$ cat src/rtl/usbf_wb_pkg.sv
// Shared types and constants for the queued Wishbone master of the USB function core.
package usbf_wb_pkg;

   typedef enum logic [1:0] {
      ST_IDLE = 2'd0,
      ST_BUS  = 2'd1,
      ST_DONE = 2'd2
   } wb_state_t;

   // Response status word: one bit per termination cause, all-zero for a clean ack.
   typedef logic [1:0] rsp_st_t;
   localparam rsp_st_t RSP_OK      = 2'b00;
   localparam rsp_st_t RSP_ERR     = 2'b01;
   localparam rsp_st_t RSP_TMO     = 2'b10;
   localparam int      RSP_ERR_BIT = 0;
   localparam int      RSP_TMO_BIT = 1;

   // Packed command record {we, sel, dat, adr}.
   function automatic int cmd_width(input int aw, input int dw);
      return 1 + dw / 8 + dw + aw;
   endfunction

endpackage

$ cat src/rtl/usbf_wb_master_q_if.sv
// Wishbone classic bus between the queued master and the fabric.
interface usbf_wb_master_q_if #(
   parameter int DWIDTH = 32,
   parameter int AWIDTH = 18
);
   logic                  cyc_o;
   logic                  stb_o;
   logic                  we_o;
   logic [AWIDTH-1:0]     adr_o;
   logic [DWIDTH-1:0]     dat_o;
   logic [DWIDTH/8-1:0]   sel_o;
   logic [DWIDTH-1:0]     dat_i;
   logic                  ack_i;
   logic                  err_i;

   modport master (
      output cyc_o, stb_o, we_o, adr_o, dat_o, sel_o,
      input  dat_i, ack_i, err_i
   );

   modport slave (
      input  cyc_o, stb_o, we_o, adr_o, dat_o, sel_o,
      output dat_i, ack_i, err_i
   );
endinterface

$ cat src/rtl/usbf_wb_cmd_fifo.sv
// Command FIFO: head entry always visible on head, registered full/empty, flush empties it.
module usbf_wb_cmd_fifo #(
   parameter int DEPTH = 4,
   parameter int CMD_W = 8
) (
   input  logic             clk_i,
   input  logic             rst_i,
   input  logic             flush,
   input  logic             push,
   input  logic [CMD_W-1:0] push_data,
   input  logic             pop,
   output logic [CMD_W-1:0] head,
   output logic             full,
   output logic             empty
);
   localparam int            PW       = $clog2(DEPTH);
   localparam logic [PW-1:0] PTR_ONE  = PW'(1);
   localparam logic [PW:0]   CNT_ONE  = (PW + 1)'(1);
   localparam logic [PW:0]   CNT_FULL = (PW + 1)'(DEPTH);

   logic [CMD_W-1:0] mem [DEPTH];
   logic [PW-1:0]    wr_ptr;
   logic [PW-1:0]    rd_ptr;
   logic [PW:0]      count;
   logic [PW:0]      count_nxt;
   logic             push_ok;
   logic             pop_ok;

   assign push_ok = push && !full;
   assign pop_ok  = pop && !empty;
   assign head    = mem[rd_ptr];

   always_comb begin
      count_nxt = count;
      if (push_ok && !pop_ok)
         count_nxt = count + CNT_ONE;
      else if (pop_ok && !push_ok)
         count_nxt = count - CNT_ONE;
   end

   always_ff @(posedge clk_i or negedge rst_i) begin
      if (!rst_i) begin
         wr_ptr <= '0;
         rd_ptr <= '0;
         count  <= '0;
         full   <= 1'b0;
         empty  <= 1'b1;
         for (int i = 0; i < DEPTH; i++)
            mem[i] <= '0;
      end else if (flush) begin
         wr_ptr <= '0;
         rd_ptr <= '0;
         count  <= '0;
         full   <= 1'b0;
         empty  <= 1'b1;
      end else begin
         if (push_ok) begin
            mem[wr_ptr] <= push_data;
            wr_ptr      <= wr_ptr + PTR_ONE;
         end
         if (pop_ok)
            rd_ptr <= rd_ptr + PTR_ONE;
         count <= count_nxt;
         full  <= (count_nxt == CNT_FULL);
         empty <= (count_nxt == '0);
      end
   end

endmodule

$ cat src/rtl/usbf_wb_master_q.sv
// Queued Wishbone classic master: buffers controller requests and issues them one cycle at a time.
//
// state | meaning
// IDLE  | waiting for a queued command; pops the head when one is present
// BUS   | Wishbone cycle in flight, timeout counting down
// DONE  | one-cycle response pulse, then back to IDLE
module usbf_wb_master_q
   import usbf_wb_pkg::*;
#(
   parameter int DWIDTH = 32,
   parameter int AWIDTH = 18,
   parameter int DEPTH  = 4,
   parameter int TMO_W  = 8
) (
   input  logic                clk_i,
   input  logic                rst_i,
   input  logic                req_valid,
   output logic                req_ready,
   input  logic                req_we,
   input  logic [AWIDTH-1:0]   req_adr,
   input  logic [DWIDTH-1:0]   req_dat,
   input  logic [DWIDTH/8-1:0] req_sel,
   output logic                rsp_valid,
   output logic [DWIDTH-1:0]   rsp_dat,
   output logic                rsp_err,
   output logic                rsp_tmo,
   input  logic                abort,
   output logic                busy,
   usbf_wb_master_q_if.master  wb
);
   localparam int SW    = DWIDTH / 8;
   localparam int CMD_W = cmd_width(AWIDTH, DWIDTH);

   // Loaded one below all-ones so the terminal count lands on the (2**TMO_W-1)th BUS cycle.
   localparam logic [TMO_W-1:0] TMO_LOAD = {{(TMO_W - 1){1'b1}}, 1'b0};
   localparam logic [TMO_W-1:0] TMO_ONE  = TMO_W'(1);

   typedef struct packed {
      logic              we;
      logic [SW-1:0]     sel;
      logic [DWIDTH-1:0] dat;
      logic [AWIDTH-1:0] adr;
   } cmd_t;

   wb_state_t        state;
   logic [TMO_W-1:0] tmo_cnt;
   rsp_st_t          rsp_st;
   cmd_t             push_cmd;
   cmd_t             head_cmd;
   logic [CMD_W-1:0] head_raw;
   logic             full;
   logic             empty;
   logic             pop;

   assign push_cmd  = {req_we, req_sel, req_dat, req_adr};
   assign head_cmd  = cmd_t'(head_raw);
   assign pop       = (state == ST_IDLE) && !empty && !abort;
   assign req_ready = !full;
   assign busy      = !empty || (state != ST_IDLE);
   assign rsp_err   = rsp_st[RSP_ERR_BIT];
   assign rsp_tmo   = rsp_st[RSP_TMO_BIT];

   usbf_wb_cmd_fifo #(
      .DEPTH (DEPTH),
      .CMD_W (CMD_W)
   ) u_cmd_fifo (
      .clk_i     (clk_i),
      .rst_i     (rst_i),
      .flush     (abort),
      .push      (req_valid),
      .push_data (push_cmd),
      .pop       (pop),
      .head      (head_raw),
      .full      (full),
      .empty     (empty)
   );

   always_ff @(posedge clk_i or negedge rst_i) begin
      if (!rst_i) begin
         state     <= ST_IDLE;
         tmo_cnt   <= '0;
         rsp_st    <= RSP_OK;
         rsp_valid <= 1'b0;
         rsp_dat   <= '0;
         wb.cyc_o  <= 1'b0;
         wb.stb_o  <= 1'b0;
         wb.we_o   <= 1'b0;
         wb.adr_o  <= '0;
         wb.dat_o  <= '0;
         wb.sel_o  <= '0;
      end else if (abort) begin
         state     <= ST_IDLE;
         rsp_st    <= RSP_OK;
         rsp_valid <= 1'b0;
         wb.cyc_o  <= 1'b0;
         wb.stb_o  <= 1'b0;
         wb.we_o   <= 1'b0;
      end else begin
         case (state)
            ST_IDLE: begin
               if (!empty) begin
                  wb.adr_o <= head_cmd.adr;
                  wb.dat_o <= head_cmd.dat;
                  wb.sel_o <= head_cmd.sel;
                  wb.we_o  <= head_cmd.we;
                  wb.cyc_o <= 1'b1;
                  wb.stb_o <= 1'b1;
                  tmo_cnt  <= TMO_LOAD;
                  state    <= ST_BUS;
               end
            end
            ST_BUS: begin
               if (wb.err_i || wb.ack_i || (tmo_cnt == '0)) begin
                  wb.cyc_o  <= 1'b0;
                  wb.stb_o  <= 1'b0;
                  wb.we_o   <= 1'b0;
                  rsp_valid <= 1'b1;
                  state     <= ST_DONE;
                  if (wb.err_i)
                     rsp_st <= RSP_ERR;
                  else if (wb.ack_i) begin
                     rsp_st <= RSP_OK;
                     if (!wb.we_o)
                        rsp_dat <= wb.dat_i;
                  end else
                     rsp_st <= RSP_TMO;
               end else begin
                  tmo_cnt <= tmo_cnt - TMO_ONE;
               end
            end
            ST_DONE: begin
               rsp_valid <= 1'b0;
               rsp_st    <= RSP_OK;
               state     <= ST_IDLE;
            end
            default: state <= ST_IDLE;
         endcase
      end
   end

endmodule
$ cat src/flat_wrapper.sv
// flat-port wrapper written by rule: the top's interface ports become plain ports
module usbf_wb_master_q_flat import usbf_wb_pkg::*;
#(
   parameter int DWIDTH = 32,
   parameter int AWIDTH = 18,
   parameter int DEPTH  = 4,
   parameter int TMO_W  = 8
)
  (clk_i, rst_i, req_valid, req_ready, req_we, req_adr, req_dat, req_sel, rsp_valid, rsp_dat, rsp_err, rsp_tmo, abort, busy, wb_cyc_o, wb_stb_o, wb_we_o, wb_adr_o, wb_dat_o, wb_sel_o, wb_dat_i, wb_ack_i, wb_err_i);
  usbf_wb_master_q_if #(.DWIDTH(DWIDTH), .AWIDTH(AWIDTH)) wb_i ();
  input  logic clk_i;
  input  logic rst_i;
  input  logic req_valid;
  output logic req_ready;
  input  logic req_we;
  input  logic [AWIDTH-1:0] req_adr;
  input  logic [DWIDTH-1:0] req_dat;
  input  logic [DWIDTH/8-1:0] req_sel;
  output logic rsp_valid;
  output logic [DWIDTH-1:0] rsp_dat;
  output logic rsp_err;
  output logic rsp_tmo;
  input  logic abort;
  output logic busy;
  output wire logic [$bits(wb_i.cyc_o)-1:0] wb_cyc_o;
  output wire logic [$bits(wb_i.stb_o)-1:0] wb_stb_o;
  output wire logic [$bits(wb_i.we_o)-1:0] wb_we_o;
  output wire logic [$bits(wb_i.adr_o)-1:0] wb_adr_o;
  output wire logic [$bits(wb_i.dat_o)-1:0] wb_dat_o;
  output wire logic [$bits(wb_i.sel_o)-1:0] wb_sel_o;
  input wire logic [$bits(wb_i.dat_i)-1:0] wb_dat_i;
  input wire logic [$bits(wb_i.ack_i)-1:0] wb_ack_i;
  input wire logic [$bits(wb_i.err_i)-1:0] wb_err_i;
  assign wb_cyc_o = wb_i.cyc_o;
  assign wb_stb_o = wb_i.stb_o;
  assign wb_we_o = wb_i.we_o;
  assign wb_adr_o = wb_i.adr_o;
  assign wb_dat_o = wb_i.dat_o;
  assign wb_sel_o = wb_i.sel_o;
  assign wb_i.dat_i = wb_dat_i;
  assign wb_i.ack_i = wb_ack_i;
  assign wb_i.err_i = wb_err_i;
  usbf_wb_master_q #(.DWIDTH(DWIDTH), .AWIDTH(AWIDTH), .DEPTH(DEPTH), .TMO_W(TMO_W)) u_core (.clk_i(clk_i), .rst_i(rst_i), .req_valid(req_valid), .req_ready(req_ready), .req_we(req_we), .req_adr(req_adr), .req_dat(req_dat), .req_sel(req_sel), .rsp_valid(rsp_valid), .rsp_dat(rsp_dat), .rsp_err(rsp_err), .rsp_tmo(rsp_tmo), .abort(abort), .busy(busy), .wb(wb_i));
endmodule
$ cat config.mk
export PLATFORM = sky130hd
export DESIGN_NAME = usbf_wb_master_q_flat
export DESIGN_NICKNAME = d
export VERILOG_FILES = /design/src/rtl/usbf_wb_pkg.sv /design/src/rtl/usbf_wb_master_q_if.sv /design/src/rtl/usbf_wb_cmd_fifo.sv /design/src/rtl/usbf_wb_master_q.sv /design/src/flat_wrapper.sv
export SDC_FILE = /design/constraint.sdc
export NUM_CORES = 1
export LEC_CHECK = 0
export ABC_AREA = 1
export CORE_ASPECT_RATIO = 1.4
export CORE_MARGIN = 5
export CORE_UTILIZATION = 52
export DETAILED_ROUTE_END_ITERATION = 12
export GPL_ROUTABILITY_DRIVEN = 0
export PLACE_DENSITY = 0.76
export SYNTH_ARGS = -nofsm -noshare
export SYNTH_HDL_FRONTEND = slang
export SYNTH_SLANG_ARGS = --single-unit
$ cat constraint.sdc
create_clock -name clk_i -period 2.9 [get_ports clk_i]
set_clock_uncertainty 0.15 [all_clocks]
set_input_delay 0.725 -clock clk_i [delete_from_list [all_inputs] [get_ports clk_i]]
set_output_delay 0.725 -clock clk_i [all_outputs]
set_load 0.005 [all_outputs]
==> results.md, run 1 <==
Outcome:
- The run finished with clean final reports.

Drt:
- For this run, the detailed router's first-pass iteration total came to 7.
- The total vias in the final route is 11660.
- In the routed design, unresolved DRC markers number 0.
- The post-detailed-route wirelength per cell is 16.06 um.
- The final routed wirelength across all metal layers is 34800 um.
- The detailed router finished its first iteration with 827 violations.
- The via count normalized by instance count is 5.379.
- Once detail routing completed, the nets flagged for antenna violations numbered 0.

Finish:
- The library cell used most frequently in the layout, excluding fill and tap cells, is sky130_fd_sc_hd__nand2_1.
- The design area is around 18000 sq um.
- The final core utilization is 0.6524.
- Relative to the synthesized area, the layout overhead comes to 24.05%.
- The layout cell share with drive strength beyond 1 is 0.06271.
- The library cells used most frequently in the layout, excluding fill and tap cells, are sky130_fd_sc_hd__nand2_1 (347), sky130_fd_sc_hd__dfrtp_1 (327), sky130_fd_sc_hd__o21ai_0 (317).
- Leaving out filler cells and counting taps, the final layout contains about 2200.
- The count of nets after finishing is 1878.
- The number of inserted diodes is 0.

Yosys:
- The portion of synthesized cell area occupied by the leading cell type is 0.5835.
- After synthesis the netlist holds a flip-flop and latch count of 330.
- The synthesized netlist contains 29 unique library cells.
- Yosys attributes the largest share of cell area to sky130_fd_sc_hd__dfrtp_1 (58%), sky130_fd_sc_hd__o21ai_0 (11%), sky130_fd_sc_hd__nand2_1 (9.3%), sky130_fd_sc_hd__nor2_1 (7.6%), sky130_fd_sc_hd__a31oi_1 (2.4%).
- The largest area contributor in the synthesized netlist is sky130_fd_sc_hd__dfrtp_1.
- Synthesis produced a netlist with a net count of 1739.
- After technology mapping, the gate count stands at roughly 1600.
- Of the synthesized area, sequential elements account for 0.5854.
- After synthesis the cells add up to 14110 sq um.
- The number of warnings issued by yosys is 0.
- The average instance in the mapped netlist occupies 8.613 sq um.

Die:
- For this configuration, the core starts out at a cell density of 0.5259.
- The die width is 149.2 um.
- The vertical die dimension is 204.9 um.
- After floorplanning, the core was sized to cover 26830 sq um.
- The number of core rows is 71.
- The area enclosed by the die boundary is between 30000 and 40000 sq um.
- The number of primary I/O pins is 187.

Setup path:
- The worst path buffer plus inverter count is 1.
- The worst setup path is launched from a flop.
- STA puts the critical path data required time at slightly above 2 ns.
- In this design, the stage delay of the slowest critical-path cell is 0.48 ns.
- The startpoint of the lowest-slack register-to-register path is u_core.u_cmd_fifo.rd_ptr[0].
- The register-to-register setup slack is 1.00 ns.
- The maximum fanout encountered on the critical timing path is 4.
- In this run the number of cells on the critical path is 3.
- The start point of the critical path is u_core.state[1].
- For this design, the slowest cell found on the critical path is sky130_fd_sc_hd__clkdlybuf4s50_1.
- For the worst flop-to-flop path, the logic depth is 4.
- The kind of critical path is reg -> out.
- STA classifies the critical path endpoint as an output port.
- Broken down by cell family, the worst path's largest delay share belongs to buffers and inverters.
- The signal on the critical path passes through nor2_1 -> nand2_1 -> clkdlybuf4s50_1.
- The data arrival time of the critical path is around 1.8 ns.
- The endpoint of the worst setup timing path is busy.
- The end of the worst register-to-register path is u_core.wb.dat_o[3].

Clocking:
- The latest clock arrival within the worst-skew pair is 0.56 ns.
- Counting along the longest clock path gives a buffer depth of 3.
- The total clock buffers created by CTS is 31.
- In this run, post-CTS repair resized a total of 0 instances.
- The TritonCTS clock tree is built.
- After clock tree synthesis, the clock-pin slew on the worst setup and hold paths is 0.06 ns.
- The master cell of the clock root buffer is sky130_fd_sc_hd__clkbuf_16.
- The count of buffers added by post-CTS timing repair for setup is 0.
- CTS built an H-tree with a depth of 1.
- The clock net sink count is 330.
- The hold-fix buffer count after cts is 0.

Global route:
- The global-route total usage across every layer is 0.2296.
- For this run the aggregate overflow at the end of global routing stands at 0.
- The initial antenna violation count is 0.
- The wire length of the first global-routing pass is 58340 um.
- The via count of the first global-routing pass was approximately 12000.
- Entering global routing, the biggest net connects 114 pins.

STA:
- For the finished layout, the period the worst path requires is around 2.6 ns.
- The number of hold-slack violations in the final timing report is 0.
- Derived from the worst setup path, the maximum achievable clock frequency is 378.1 MHz.
- Once routing completed, OpenROAD measured the worst setup slack at ~0.26 ns.
- Setup repair after global routing left no endpoint under its margin.
- The count of endpoints failing setup in the final report is 0.
- The sum of negative setup slack is 0 ns.
- Hold timing on the final database bottoms out at a slack of between 0.03 and 0.04 ns.
- In the finished design, the share of the clock period the worst path needs comes to 0.9119.
- The pin slew with the least headroom to its limit is about 0.8 ns.
- In this run the tightest slew margin relative to its limit is 0.4632.
- The max-slew violation count is 0.

Placement:
- The half-perimeter wire length after detailed placement is 20810 um.
- After detailed placement, the total cell area comes to about 16000 sq um.
- The number of placed instances with taps included is 2109.
- The count of input and output buffers is 186.
- OpenSTA, run right after detailed placement, puts the worst setup slack at 0.2758 ns.

Pwr:
- The clock share of power is 0.265.
- Summed over all cells, the static leakage comes to a little over 8 nW.
- The analysis attributes to net switching a power of 5.416 mW.
- The sequential share of power is 0.430.
- The switching fraction of total power is 0.3204.
- The worst voltage drop across the vdd grid is 0.6731 mV.
- The internal power summed over all cells is roughly 11 mW.
- The combinational share of power is 0.306.
- In this run the power density over the cells is 965.7 nW/um^2.
- The total power is 16.90 mW.

Hold path:
- The path type of the worst min-delay path is in -> async.

Run:
- The number of maximum-capacitance constraint violations is 0.
[cell type report]
cell class | count | area (sq um)
clock buffer | 36 | 804.5
clock inverter | 22 | 331.6
fill | 2225 | 9326
inverter | 81 | 306.5
multi-input combinational | 1114 | 5049
sequential | 330 | 8264
tap | 365 | 456.7
timing repair buffer | 219 | 2290
[state kept, by name (all words and copies together) (netlist names), 2 cells and up]
signal and count:
u_core.wb.adr_o 18, u_core.wb.sel_o 4, u_core.u_cmd_fifo.wr_ptr 2, u_core.rsp_dat 32
u_core.wb.dat_o 32, u_core.rsp_st 2, u_core.u_cmd_fifo.rd_ptr 2, u_core.u_cmd_fifo.count 3
u_core.state 2, u_core.tmo_cnt 8, u_core.u_cmd_fifo.mem 220
[Yosys cell counts (all sizes together)]
cell type and instances:
a21boi 1, a21oi 4, a22o 1, a31oi 55, buf 55, clkbuf 58, dfrtp 329, dfstp 1
ha 8, inv 81, nand2 353, nand3 31, nand3b 4, nand4 32, nor2 291, nor3 1
nor4 1, o21ai 331, or2 1
[per-layer routing]
layer / GRT usage / vias up / part of all wire
met4: 0.06902 / 0 / 0.025
met1: 0.3078 / 5602 / 0.42
met3: 0.02899 / 70 / 0.058
li1: - / 5626 / -
met5: 0 / - / 0
met2: 0.3928 / 359 / 0.49
[worst min-delay path by stage]
| stage | to | slack, ns |
|---|---|---|
| global route | u_core.rsp_dat[10] | 0.09 |
| floorplan | u_core.rsp_dat[0] | 0.28 |
| CTS | u_core.rsp_dat[8] | 0.05 |
| finish | u_core.rsp_dat[8] | 0.04 |
| detailed placement | u_core.rsp_dat[19] | 0.31 |
| global placement | u_core.rsp_dat[20] | 0.30 |
[worst register-to-register path: cells and delay by family, from the launching register on]
kind                   cells  cell delay, ns
AO/OA/AOI/OAI              2            0.38
buffers and inverters      2            0.79
flip-flops                 1            0.49
[power groups by stage]
| stage | sequential, mW | combinational [mW] | clock [mW] |
|---|---|---|---|
| final | 7.26 | 5.16 | 4.48 |
| after CTS | 7.25 | 5.22 | 4.55 |
| after global placement | 7.25 | 5.02 | 0 |
| after global routing | 7.47 | 5.87 | 4.75 |
| after detailed placement | 7.31 | 5.18 | 0 |
| after floorplan | 7.12 | 2.93 | 0 |
[cells by family (layout without fill, tap and decap cells)]
logic type,count (synthesis),count (layout),share of synthesized area
buffers and inverters,194,358,0.05924
adders and majority gates,8,8,0.007095
DFF,330,330,0.5854
and+or+nand+nor,714,714,0.2039
AOI/OAI and AO/OA,392,392,0.1444
Power figures use the tool's default switching activity.
==> run 2: changes to the inputs <==
- ABC_CLOCK_PERIOD_IN_PS: unset -> 2900
==> results of run 2 <==
Same layout as run 1: the final DEF is identical, and so are final timing and power.
==> run 3: changes to the inputs <==
- CORE_MARGIN: 5 -> 4
- CTS_BUF_LIST: unset -> sky130_fd_sc_hd__clkbuf_8 sky130_fd_sc_hd__clkbuf_16
==> run 3 against run 2 <==
Cell count shrank 0.46%; sequential cell count is the same; wire length increased by 0.24%; register-to-register slack worse by 0.03 ns; global-route usage increased by 0.34 points; setup slack got worse by 0.037 ns; maximum frequency shrank 1.4%; sequential share of layout area grew 0.19 points.
==> results.md, run 3 (synthesis gave the netlist of run 1 again) <==
Outcome:
- Status: complete, no violations (unchanged).

STA:
- The max-slew violation count is 0 (unchanged).
- The sum of negative setup slack is 0 ns (unchanged).
- The normalized max-slew margin is 0.4496 (was 0.4632).
- The minimum clock period after layout is 2.682 ns (was 2.645 ns).
- The maximum clock frequency is 372.8 MHz (was 378.1 MHz).
- The worst hold slack is 0.3189 ns (was 0.03507 ns).
- The final critical-path share of the clock period is 0.9248 (was 0.9119).
- Setup repair after global routing missed its margin: no (unchanged).
- The number of hold-slack violations in the final timing report was 0 (unchanged).
- The count of endpoints failing setup in the final report is 0 (unchanged).
- The pin slew with the least headroom to its limit is 0.8257 ns (was 0.8052 ns).

Clocking:
- The total clock buffers created by CTS is 31 (unchanged).
- The buffer depth of the longest clock path is 3 (unchanged).
- The clock net sink count was 330 (unchanged).
- The clock input transition at the sequential cells of the worst setup and hold paths came to 0.06 ns (about the same).
- The master cell of the clock root buffer is sky130_fd_sc_hd__clkbuf_16 (unchanged).
- The count of H-tree levels built during CTS is 1 (unchanged).
- The quantity of gates resized following cts is 0 (unchanged).
- The TritonCTS clock tree is built (unchanged).
- The count of buffers added by post-CTS timing repair for setup is 0 (unchanged).
- The latest clock arrival within the worst-skew pair is 0.55 ns (was 0.56 ns).
- The hold-fix buffer count after cts came to 1 (was 0).

Drt:
- The post-detailed-route wirelength per cell is 16.17 um (was 16.06 um).
- The count of unresolved DRC violations after routing came to 0 (unchanged).
- The final antenna-violating net count is 0 (unchanged).
- The total vias in the final route was 11740 (was 11660).
- The number of violations reported at the end of detailed-routing iteration 0 is 894 (was 827).
- The via count normalized by instance count came to 5.441 (was 5.379).
- The final routed wirelength across all metal layers is 34890 um (was 34800 um).
- The number of detailed-routing iterations run before antenna repair is 5 (was 7).

Run:
- The number of maximum-capacitance constraint violations is 0 (unchanged).

Hold path:
- The path type of the worst min-delay path was reg -> reg (was in -> async).

Setup path:
- The critical path's largest stage delay is 0.48 ns (about the same).
- The register-to-register setup slack is 0.97 ns (was 1.00 ns).
- The critical path capture point type was an output port (unchanged).
- The worst path buffer plus inverter count is 1 (unchanged).
- The maximum fanout encountered on the critical timing path was 4 (unchanged).
- Cell breakdown of the critical path: nor2_1 -> nand2_1 -> clkdlybuf4s50_1 (unchanged).
- The kind of critical path is reg -> out (unchanged).
- The cell with the largest stage delay on the worst path is sky130_fd_sc_hd__clkdlybuf4s50_1 (unchanged).
- The element type at the critical path start is a flop (unchanged).
- The required time of the critical path is 2.03 ns (about the same).
- The data arrival time of the critical path is 1.81 ns (was 1.77 ns).
- The cell class contributing the biggest share of worst-path delay is buffers and inverters (unchanged).

Global route:
- The wire length of the first global-routing pass was 58330 um (was 58340 um).
- The global-route total usage across every layer came to 0.2329 (was 0.2296).
- The maximum number of pins on one net before global-route repair is 114 (unchanged).
- The total congestion overflow is 0 (unchanged).
- The via count of the first global-routing pass is 11690 (was 11620).
- The initial antenna violation count is 1 (was 0).

Pwr:
- The net load switching power is 5.364 mW (was 5.416 mW).
- The total power is 16.69 mW (was 16.90 mW).
- The worst voltage drop across the vdd grid came to 0.5845 mV (was 0.6731 mV).
- The sequential share of power is 0.436 (was 0.430).
- The power per cell area is 957.5 nW/um^2 (was 965.7 nW/um^2).
- The internal power summed over all cells was 11.33 mW (was 11.49 mW).
- The leakage power summed over all cells is 8.144 nW (was 8.163 nW).
- The combinational share of power is 0.309 (was 0.306).
- The clock share of power came to 0.255 (was 0.265).
- The switching fraction of total power is 0.3214 (was 0.3204).

Finish:
- The flip-flop count of the largest register, all copies and words added is 220 (unchanged).
- The largest register by flop count is u_core.u_cmd_fifo.mem (unchanged).
- The number of inserted diodes is 0 (unchanged).
- Registers with the most flip-flops: u_core.u_cmd_fifo.mem (220), u_core.rsp_dat (32), u_core.wb.dat_o (32) (unchanged).
- The layout cell share with drive strength beyond 1 is 0.05748 (was 0.06271).
- The number of filler instances in the final layout is 2256 (was 2225).
- Commonest cells after routing, fill and taps aside: sky130_fd_sc_hd__nand2_1 (347), sky130_fd_sc_hd__dfrtp_1 (327), sky130_fd_sc_hd__o21ai_0 (317) (unchanged).
- The growth of design area from synthesis to finish is 23.55% (was 24.05%).
- The count of nets after finishing is 1870 (was 1878).
- The most common cell after layout, fill and taps aside is sky130_fd_sc_hd__nand2_1 (unchanged).

Die:
- The die width is 147.2 um (was 149.2 um).
- The starting utilization of the core area is 0.5259 (unchanged).
- The number of core rows is 71 (unchanged).
- The vertical die dimension is 202.9 um (was 204.9 um).
- The standard cell core area is 26830 sq um (unchanged).
- The number of primary I/O pins is 187 (unchanged).
- The area enclosed by the die boundary is 29870 sq um (was 30570 sq um).

Placement:
- The count of input and output buffers was 186 (unchanged).
- The half-perimeter wire length after detailed placement came to 20730 um (was 20810 um).
[run 3: per-layer routing]
layer / track usage / vias to the layer above / share of wire
met3: 0.03036 / 54 / 0.062
met2: 0.4000 / 401 / 0.49
met1: 0.3138 / 5684 / 0.42
met4: 0.06529 / 0 / 0.023
li1: - / 5598 / -
met5: 0 / - / 0
[run 3: power groups by stage]
stage	logic (mW)	registers (mW)	clock network [mW]
after CTS	5.20	7.27	4.33
after global placement	4.98	7.28	0
after floorplan	2.93	7.12	0
final	5.15	7.28	4.26
after global routing	5.87	7.49	4.52
after detailed placement	5.17	7.33	0
[run 3: final timing paths]
kind,from,to,cells after the start
max,u_core.state[1],busy,3
min,u_core.rsp_dat[21],u_core.rsp_dat[21],2
max reg2reg,u_core.tmo_cnt[3],u_core.rsp_valid,8
min reg2reg,u_core.rsp_dat[21],u_core.rsp_dat[21],2
max in group asynchronous,rst_i,u_core.u_cmd_fifo.mem[209],3
min in group asynchronous,rst_i,u_core.rsp_dat[3],2
[run 3: metrics by stage]
step,instance area [sq um],setup WS (ns),utilization,std cells
finish,17430,0.2179,0.6498,2157
global route,17430,0.1484,0.6498,2157
CTS,17430,0.2016,0.6498,2157
detailed placement,16320,0.3437,0.6084,2100
global placement,16320,0.3642,0.6084,2100
floorplan,14110,1.040,-,1638
[run 3: cell type report]
class / count / area, sq um / share of cell area
tap: 365 / 456.7 / 0.02620
sequential: 330 / 8264 / 0.4741
timing repair buffer: 211 / 2257 / 0.1295
clock buffer: 45 / 968.4 / 0.05556
inverter: 81 / 306.5 / 0.01759
multi-input combinational: 1114 / 5049 / 0.2896
clock inverter: 11 / 130.1 / 0.007465
[run 3: worst register-to-register path: stages, from the launching register on]
cell and delay (ns):
sky130_fd_sc_hd__dfrtp_1 0.43, sky130_fd_sc_hd__inv_2 0.06, sky130_fd_sc_hd__nand2_1 0.08, sky130_fd_sc_hd__nor2_2 0.18, sky130_fd_sc_hd__nand3_2 0.12, sky130_fd_sc_hd__nand2_2 0.09, sky130_fd_sc_hd__buf_4 0.33, sky130_fd_sc_hd__nand2_1 0.19
sky130_fd_sc_hd__a21boi_0 0.20
